[config.mk]
export PLATFORM = sky130hd
export DESIGN_NAME = wb_stage
export DESIGN_NICKNAME = d
export VERILOG_FILES = /design/src/rtl/wb_stage.sv
export SDC_FILE = /design/constraint.sdc
export NUM_CORES = 1
export LEC_CHECK = 0
export BUFFER_PORTS_ARGS = -buffer_cell sky130_fd_sc_hd__buf_2
export CORE_ASPECT_RATIO = 1.1
export CORE_MARGIN = 2
export CORE_UTILIZATION = 25
export DETAILED_ROUTE_END_ITERATION = 8
export HOLD_SLACK_MARGIN = 0.08
export MAX_ROUTING_LAYER = met4
export PLACE_DENSITY = 0.51
export SLEW_MARGIN = 20
export SYNTH_ARGS = -nofsm -noshare
export SYNTH_HDL_FRONTEND = slang
export SYNTH_SLANG_ARGS = --single-unit
[constraint.sdc]
create_clock -name clk -period 5.3 [get_ports clk]
set_input_delay 0.795 -clock clk [delete_from_list [all_inputs] [get_ports clk]]
set_output_delay 0.795 -clock clk [all_outputs]
set_load 0.03 [all_outputs]
[src/rtl/wb_stage.sv]
// Writeback stage: non-loads write one cycle after accept; loads wait for mem_rvalid, extend, then write.
// in_ready drops while a load is outstanding or on flush. Forwarding outputs are built only with WB_FWD_EN.
module wb_stage (
  input  logic        clk,
  input  logic        rst,
  input  logic        in_valid,
  output logic        in_ready,
  input  logic        in_wreg,
  input  logic [4:0]  in_wd,
  input  logic [31:0] in_wdata,
  input  logic        in_is_load,
  input  logic [2:0]  in_load_type,
  input  logic [1:0]  in_addr_lo,
  input  logic        mem_rvalid,
  input  logic [31:0] mem_rdata,
  input  logic        flush,
  output logic        we,
  output logic [4:0]  waddr,
  output logic [31:0] wdata,
  output logic        fwd_valid,
  output logic        fwd_pending,
  output logic [4:0]  fwd_addr,
  output logic [31:0] retired_cnt
);

  typedef enum logic [1:0] {
    IDLE      = 2'd0,
    WAIT_LOAD = 2'd1,
    WRITE     = 2'd2
  } state_t;

  localparam logic [2:0] LT_LB  = 3'd1;
  localparam logic [2:0] LT_LBU = 3'd2;
  localparam logic [2:0] LT_LH  = 3'd3;
  localparam logic [2:0] LT_LHU = 3'd4;

  // Unlisted load types fall back to a full word, as does LW itself.
  function automatic logic [31:0] load_extend(input logic [2:0]  lt,
                                              input logic [1:0]  lo,
                                              input logic [31:0] rd);
    logic [7:0]  b;
    logic [15:0] h;
    logic [31:0] r;
    case (lo)
      2'd0:    b = rd[7:0];
      2'd1:    b = rd[15:8];
      2'd2:    b = rd[23:16];
      default: b = rd[31:24];
    endcase
    h = lo[1] ? rd[31:16] : rd[15:0];
    case (lt)
      LT_LB:   r = {{24{b[7]}}, b};
      LT_LBU:  r = {24'd0, b};
      LT_LH:   r = {{16{h[15]}}, h};
      LT_LHU:  r = {16'd0, h};
      default: r = rd;
    endcase
    return r;
  endfunction

  state_t      state;
  state_t      state_nxt;
  logic        wreg_q;
  logic [4:0]  wd_q;
  logic [31:0] res_q;
  logic [2:0]  lt_q;
  logic [1:0]  lo_q;
  logic        accept;
  logic        load_done;
  logic        write_cycle;

  always_ff @(posedge clk) begin
    if (rst) begin
      state <= IDLE;
    end else begin
      state <= state_nxt;
    end
  end

  always_comb begin
    state_nxt   = state;
    in_ready    = 1'b0;
    accept      = 1'b0;
    load_done   = 1'b0;
    write_cycle = 1'b0;
    case (state)
      IDLE, WRITE: in_ready = !flush;
      default:     in_ready = 1'b0;
    endcase
    accept      = in_valid && in_ready;
    load_done   = (state == WAIT_LOAD) && mem_rvalid && !flush;
    write_cycle = (state == WRITE) && !flush;

    if (flush) begin
      state_nxt = IDLE;
    end else begin
      case (state)
        IDLE, WRITE: begin
          if (accept) begin
            state_nxt = in_is_load ? WAIT_LOAD : WRITE;
          end else begin
            state_nxt = IDLE;
          end
        end
        WAIT_LOAD: begin
          if (mem_rvalid) begin
            state_nxt = WRITE;
          end
        end
        default: state_nxt = IDLE;
      endcase
    end
  end

  // Accept and load completion are exclusive, so res_q has a single writer per cycle.
  always_ff @(posedge clk) begin
    if (rst) begin
      wreg_q      <= 1'b0;
      wd_q        <= 5'd0;
      res_q       <= 32'd0;
      lt_q        <= 3'd0;
      lo_q        <= 2'd0;
      retired_cnt <= 32'd0;
    end else begin
      if (accept) begin
        wreg_q <= in_wreg;
        wd_q   <= in_wd;
        res_q  <= in_wdata;
        lt_q   <= in_load_type;
        lo_q   <= in_addr_lo;
      end else if (load_done) begin
        res_q <= load_extend(lt_q, lo_q, mem_rdata);
      end
      if (write_cycle) begin
        retired_cnt <= retired_cnt + 32'd1;
      end
    end
  end

  always_comb begin
    we    = write_cycle && !rst && wreg_q && (wd_q != 5'd0);
    waddr = we ? wd_q : 5'd0;
    wdata = we ? res_q : 32'd0;
  end

`ifdef WB_FWD_EN
  always_comb begin
    fwd_valid   = we;
    fwd_pending = (state == WAIT_LOAD) && !rst && wreg_q && (wd_q != 5'd0);
    fwd_addr    = 5'd0;
    if (!rst) begin
      if (state == WRITE) begin
        fwd_addr = waddr;
      end else if (state == WAIT_LOAD) begin
        fwd_addr = wd_q;
      end
    end
  end
`else
  assign fwd_valid   = 1'b0;
  assign fwd_pending = 1'b0;
  assign fwd_addr    = 5'd0;
`endif

endmodule

==> impl_results.md, run 1 <==
* Status: complete, no violations
* Die Width at 126 um
* Final net count at 707
* Post-Route Setup TNS at 0 ns
* Total congestion overflow at 0
* Critical path launch point type: input port
* PD cells at 264 nW/um2
* Crit-path max cell delay at 0.78 ns
* Critical path cell sequence: buf_2 > or2_2 > inv_1 > and4_1 > o21a_1 > and2_1 > buf_2
* Primary FF master, synth: dfxtp_1
* Root Driver: clkbuf_16
* Detail Placement HPWL at 10.5 mm
* Area Growth Syn to Fin at 28.5%
* Vias in the first global route at 3938
* Full die area at 17500 um2
* Kind of critical path: input port to output pin
* Buffers on Ports at 151
* Final setup fails at 0
* Largest net degree at the start of global routing at 71
* Peak supply drop at 0.000126 V
* Routed vias at 4325
* CTS H-tree depth at 3
* Placed Area at 4960 um2
* Max Fclk at 0.260 GHz
* Final period util at 72.5%
* EDFF count, synth at 0
* Worst setup EP type: output pin
* Worst setup margin at 1.46 ns
* Hold-fix buffers, CTS at 0
* Final Hold Viols at 0
* Critical Path RT at 4.51 ns
* Wirelength per Cell at 17.0 um
* Post-synthesis sequential area ratio at 37.5%
* Worst Tran Pin Value at 0.960 ns
* Post-cts resize count at 0
* Initial antenna violation count at 3
* Slowest-stage cell, CP: o21a_1
* Dpl cells at 818
* Row cnt at 49
* Synth Cell Area at 4110 um2
* Share of cells above drive strength 1 at 29.2%
* Pre-CTS WS at 1.45 ns
* Synthesized area per cell at 8.25 um2
* Crit Path Max Fanout at 33
* Synth Register Bits at 77
* Placer Congestion at 0.819
* Initial DRC Count at 398
* IO Pins at 159
* Reg clk slew, reported paths at 0.06 ns
* Vias/cell at 5.16
* Post-route ant nets at 0
* Fillers at 1713
* Leak Pwr at 2.19 nW
* Post-CTS setup buffer count at 0
* DRT Pass-1 Iters at 4
* First-pass GRT wire length at 21.8 mm
* Syn Inst Count at 498
* CTS Buf Count at 9
* Total wire length at 14.2 mm
* Clock sink count at 77
* RSZ-0062 raised after global routing: no
* Synth unique cells at 47
* Post-route DRC at 0
* Max Root-Sink Buffers at 2
* Crit path arrival time at 3.05 ns
* Clk Latency, worst-skew pair at 0.34 ns
* CP Buf/Inv Count at 3
* Min Tclk post-route at 3.84 ns
* Slew Viols, Final at 0
* Class of the worst hold path: register to register
* Crit-path leading delay family: simple AND/OR/NAND/NOR gates
* Final core utilization at 32.5%
* Relative slew slack at 36.0%
* Starting Density at 25.3%
* Crit path top cell by count: buf_2
* Core area at 16200 um2
* Non-filler cells, final at 838
* FFs w/ async S/R, synth at 0%
* TritonCTS clock tree: built
* Synth warn at 0
* Cell area after layout at 5280 um2
* Max-capacitance violation count at 0
* All-Layer GR Usage at 16.2%
* Worst Skew at 0.00723 ns
* Chip Height at 138 um
==> tightest hold or removal path: cells and delay by family (launching register included) <==
| family | cells | cell delay, ns |
|---|---|---|
| compound gates | 1 | 0.05 |
| flops | 1 | 0.30 |
| simple gates | 1 | 0.05 |
==> placed cells by master (no fill, tap or decap), drive strengths merged, types with 8 or more instances in the layout <==
master	n
nor3	12
a21oi	53
nand2	56
o31ai	11
mux4	8
o21ai	10
xnor2	9
dfxtp	77
nand3	11
and2	37
a221oi	9
buf	153
or4	15
clkbuf	11
a2111oi	16
or3	10
o221ai	8
nor2	47
==> per-layer routing <==
layer  wire, um  part of all wire [%]  global-route usage (%)
met3       1250                   8.8                    5.26
met1       6310                    44                    20.8
met4        312                   2.2                    6.02
met2       6360                    45                    23.7
met5          0                     0                       -
==> kinds of logic after synthesis <==
logic type | share of synthesized area (%)
AO/OA/AOI/OAI | 20.9
XOR/XNOR | 2.56
adder cells (fa/ha/maj) | 0.305
buffers and inverters | 5.58
flip-flops | 37.5
multiplexers | 4.63
other | 0.0913
AND/OR/NAND/NOR | 28.4
==> sequential cells by signal, summed over array words and instances (netlist names) <==
register	cells
state	2
res_q	32
wreg_q	1
lt_q	3
wd_q	5
retired_cnt	32
lo_q	2
==> final cells by class <==
cell class                 instances  area [um2]  area share, %
multi-input combinational        376        2370           45.0
sequential                        77        1540           29.2
timing repair buffer             153         771           14.6
tap                              204         255           4.84
clock buffer                      11         233           4.41
clock inverter                     5        61.3           1.16
inverter                           8        30.0          0.569
antenna                            4        10.0          0.190
==> through the flow <==
| step | hold WS (ns) | power (mW) |
|---|---|---|
| final | 0.450 | 1.39 |
| after CTS | 0.455 | 1.41 |
| after global placement | 0.445 | 0.779 |
| after detailed placement | 0.446 | 0.782 |
| after global routing | 0.481 | 1.45 |
| after floorplan | 0.432 | 0.717 |
==> path summary, 6_finish.rpt <==
kind,from,to,slack (ns),depth (start not counted)
worst max-delay path,flush,wdata[31],1.46,7
worst min register to register,wreg_q,wreg_q,0.45,2
worst min-delay path,wreg_q,wreg_q,0.45,2
worst max register to register,state[0],res_q[8],2.33,4
==> power breakdown <==
part	internal, mW	total (mW)	leakage (nW)	switching, mW
sequential	0.599	0.614	0.627	0.0149
clock	0.367	0.622	0.144	0.255
combinational	0.0627	0.157	1.42	0.0940
total	1.03	1.39	2.19	0.364
==> Yosys cell counts (all sizes together) (11+ instances only) <==
library cell,count,share of area [%]
o31ai,11,2.0
nor3,12,1.5
a21oi,53,6.5
dfxtp,77,38
clkbuf,28,2.6
nand2,56,5.1
nor2,47,4.3
nand3,11,1.5
buf,15,2.3
and2,37,5.6
or4,15,2.7
a2111oi,16,3.4
(Power assumes the default switching activity.)
==> run 2, diff against run 1 <==
Settings changed: ABC_AREA set to 1, PLACE_DENSITY 0.51 to 0.49.
Clock period 5.3 ns to 3.8 ns, I/O delays scaled along.
==> run 2 against run 1 <==
Highest routed layer unchanged. Worst hold slack gained 0.027 ns. Sequential power grew 40%. Largest cell class unchanged. Setup slack worse by 0.63 ns. Design area rose by 22%. Combinational power rose by 110%. Non-clock buffer count increased by 2. Critical path depth increased by 1. Via count up 32%. Wire length grew 25%. Synthesized cell count rose by 82%. Core utilization decreased by 1.2 points.
==> impl_results.md, run 2 <==
* Initial antenna violation count at 1 (was 3)
* Multi-input combinational cell area at 3040 um2 (was 2370 um2)
* Post-route DRC at 0 (unchanged)
* Clock network power share at 42.1% (was 44.7%)
* Slew Viols, Final at 0 (unchanged)
* Crit path arrival time at 2.40 ns (was 3.05 ns)
* Final setup fails at 0 (unchanged)
* Initial DRC Count at 306 (was 398)
* Psw at 621 uW (was 364 uW)
* Net Sw Frac at 30.3% (was 26.1%)
* Post-synth top area share at 29.4% (was 37.5%)
* CTS H-tree depth at 3 (unchanged)
* All-Layer GR Usage at 16.5% (was 16.2%)
* DRT Pass-1 Iters at 4 (unchanged)
* PD cells at 319 nW/um2 (was 264 nW/um2)
* IO Pins at 159 (unchanged)
* Clk Latency, worst-skew pair at 0.35 ns (was 0.34 ns)
* Final period util at 78.1%
* Total congestion overflow at 0 (unchanged)
* Ranking of synthesized cells by area: dfxtp_1 29%, nand2_1 21%, nor2_1 10%, inv_1 8.2%, o21ai_0 6.8% (was dfxtp_1 38%, a21oi_1 6.5%, and2_1 5.6%, nand2_1 5.1%, mux4_2 4.4%)
* Post-synthesis sequential area ratio at 29.4% (was 37.5%)
* Final net count at 1120 (was 707)
* EDFF count, synth at 0 (unchanged)
* Critical path launch point type: register (was input port)
* Post-route ant nets at 0 (unchanged)
* Synth unique cells at 33 (was 47)
* Relative slew slack at 48.1% (was 36.0%)
* Fillers at 2393 (was 1713)
* Row cnt at 55 (was 49)
* Most frequent cells in the layout: 300 x nand2_1, 151 x buf_2, 141 x nor2_1, 114 x inv_1, 77 x dfxtp_1 (was 151 x buf_2, 77 x dfxtp_1, 56 x nand2_1, 52 x a21oi_1, 47 x nor2_1)
* Min Tclk post-route at 2.97 ns
* Synth Register Bits at 77 (unchanged)
* Largest net degree at the start of global routing at 64 (was 71)
* Total power at 2.05 mW (was 1.39 mW)
* Final Hold Viols at 0 (unchanged)
* Synth warn at 0 (unchanged)
* Core area at 20600 um2 (was 16200 um2)
* Status: complete, no violations (unchanged)
* CTS Buf Count at 9 (unchanged)
* RSZ-0062 raised after global routing: no (unchanged)
* Routed vias at 5718 (was 4325)
* Placer Congestion at 0.881 (was 0.819)
* Post-CTS setup buffer count at 0 (unchanged)
* Sequential cell area at 1540 um2 (unchanged)
* Syn Inst Count at 907 (was 498)
* Synth Cell Area at 5250 um2 (was 4110 um2)
* Worst setup EP type: output pin (unchanged)
* Leak Pwr at 3.13 nW (was 2.19 nW)
* Starting Density at 25.5% (was 25.3%)
* Buffers on Ports at 151 (unchanged)
* Count leader, synth: nand2_1 (was dfxtp_1)
* Kind of critical path: register to output pin (was input port to output pin)
* Peak supply drop at 0.000226 V (was 0.000126 V)
* Area Growth Syn to Fin at 22.4% (was 28.5%)
* Chip Height at 156 um (was 138 um)
* Synthesized area per cell at 5.79 um2 (was 8.25 um2)
* Vias in the first global route at 5438 (was 3938)
* Wirelength per Cell at 13.7 um (was 17.0 um)
* Area leader, netlist: dfxtp_1 (unchanged)
* First-pass GRT wire length at 27.9 mm (was 21.8 mm)
* Max Fclk at 0.337 GHz
* Primary FF master, synth: dfxtp_1 (unchanged)
* Root Driver: clkbuf_16 (unchanged)
* Comb power frac at 16.0% (was 11.3%)
* Critical Path RT at 3.23 ns (was 4.51 ns)
* Share of cells above drive strength 1 at 20.1% (was 29.2%)
* Die Width at 142 um (was 126 um)
* Total wire length at 17.8 mm (was 14.2 mm)
* Regs by FF count: res_q: 32 flops, retired_cnt: 32 flops, wd_q: 5 flops (unchanged)
* Post-cts resize count at 0 (unchanged)
* Max-capacitance violation count at 0 (unchanged)
* Most frequent cells after synthesis: 300 x nand2_1, 141 x nor2_1, 115 x inv_1 (was 77 x dfxtp_1, 56 x nand2_1, 53 x a21oi_1)
* Full die area at 22200 um2 (was 17500 um2)
* Class of the worst hold path: input port to register (was register to register)
* Post-Route Setup TNS at 0 ns (unchanged)
* TritonCTS clock tree: built (unchanged)
* Most common cell after layout, fill and taps aside: nand2_1 (was buf_2)
* Vias/cell at 4.40 (was 5.16)
* Worst Skew at 0.0109 ns (was 0.00723 ns)
* Clock sink count at 77 (unchanged)
* Hold-fix buffers, CTS at 0 (unchanged)
* Worst Tran Pin Value at 0.779 ns (was 0.960 ns)
* Internal power at 1.43 mW (was 1.03 mW)
* Final core utilization at 31.2% (was 32.5%)
* Max Root-Sink Buffers at 2 (unchanged)
* Detail Placement HPWL at 13.6 mm (was 10.5 mm)
* Crit Path Max Fanout at 35 (was 33)
* Reg clk slew, reported paths at 0.06 ns (about the same)
* WHS at 0.476 ns (was 0.450 ns)
* FFs w/ async S/R, synth at 0% (unchanged)
* Part of the power in registers at 41.9% (was 44.1%)
run 2: through the flow:
stage          setup slack (ns)  std cells  area (um2)
2_1_floorplan              1.10        913        5270
3_3_place_gp              0.919       1283        6140
3_5_place_dp              0.841       1283        6140
4_1_cts                   0.770       1298        6420
5_1_grt                   0.573       1299        6430
6_report                  0.833       1299        6430
run 2: per-layer routing:
| metal | share of wire [%] | vias up | global-route usage, % |
|---|---|---|---|
| met2 | 46 | 167 | 26.7 |
| li1 | - | 3054 | - |
| met5 | 0 | - | - |
| met4 | 1.7 | 0 | 5.38 |
| met1 | 47 | 2480 | 20.7 |
| met3 | 5.7 | 17 | 3.38 |
run 2: power groups by stage:
| stage | clock, mW | sequential [mW] | combinational, mW |
|---|---|---|---|
| after floorplan | 0 | 0.872 | 0.234 |
| after global placement | 0 | 0.878 | 0.333 |
| after detailed placement | 0 | 0.878 | 0.333 |
| after CTS | 0.891 | 0.860 | 0.334 |
| after global routing | 0.916 | 0.864 | 0.379 |
| final | 0.863 | 0.860 | 0.328 |
run 2: path summary, 6_finish.rpt:
kind | start | endpoint | slack [ns] | cells after the start
max | state[0] | wdata[28] | 0.83 | 8
min | flush | state[1] | 0.48 | 2
max reg2reg | lo_q[0] | res_q[27] | 1.83 | 7
min reg2reg | res_q[7] | res_q[7] | 0.48 | 2
run 2: final cells by class:
| type | count | area share (%) |
|---|---|---|
| diodes | 1 | 0.0389 |
| clock buffers | 11 | 3.93 |
| clock inverters | 4 | 0.506 |
| inverters | 121 | 7.09 |
| multi-input cells | 674 | 47.2 |
| flip-flops and latches | 77 | 24.0 |
| well taps | 256 | 4.98 |
| repair buffers | 155 | 12.2 |
run 2: cell families (layout without fill, tap and decap cells):
logic type	Yosys count	after routing	share of synthesized area [%]
simple gates	518	518	42.1
buf+inv	162	291	13.2
compound gates	148	148	14.9
flops	77	77	29.4
fa+ha+maj	1	1	0.238
other cells	1	8	0.0714
run 2: worst max-delay path, cell delays in order, from the launching register on:
cell and delay, ns:
dfxtp_1 0.41, nor2_4 0.07, nand2_4 0.20, clkinv_2 0.24, nand3_2 0.17, a31oi_4 0.05
inv_2 0.57, nor2_1 0.10, buf_2 0.21
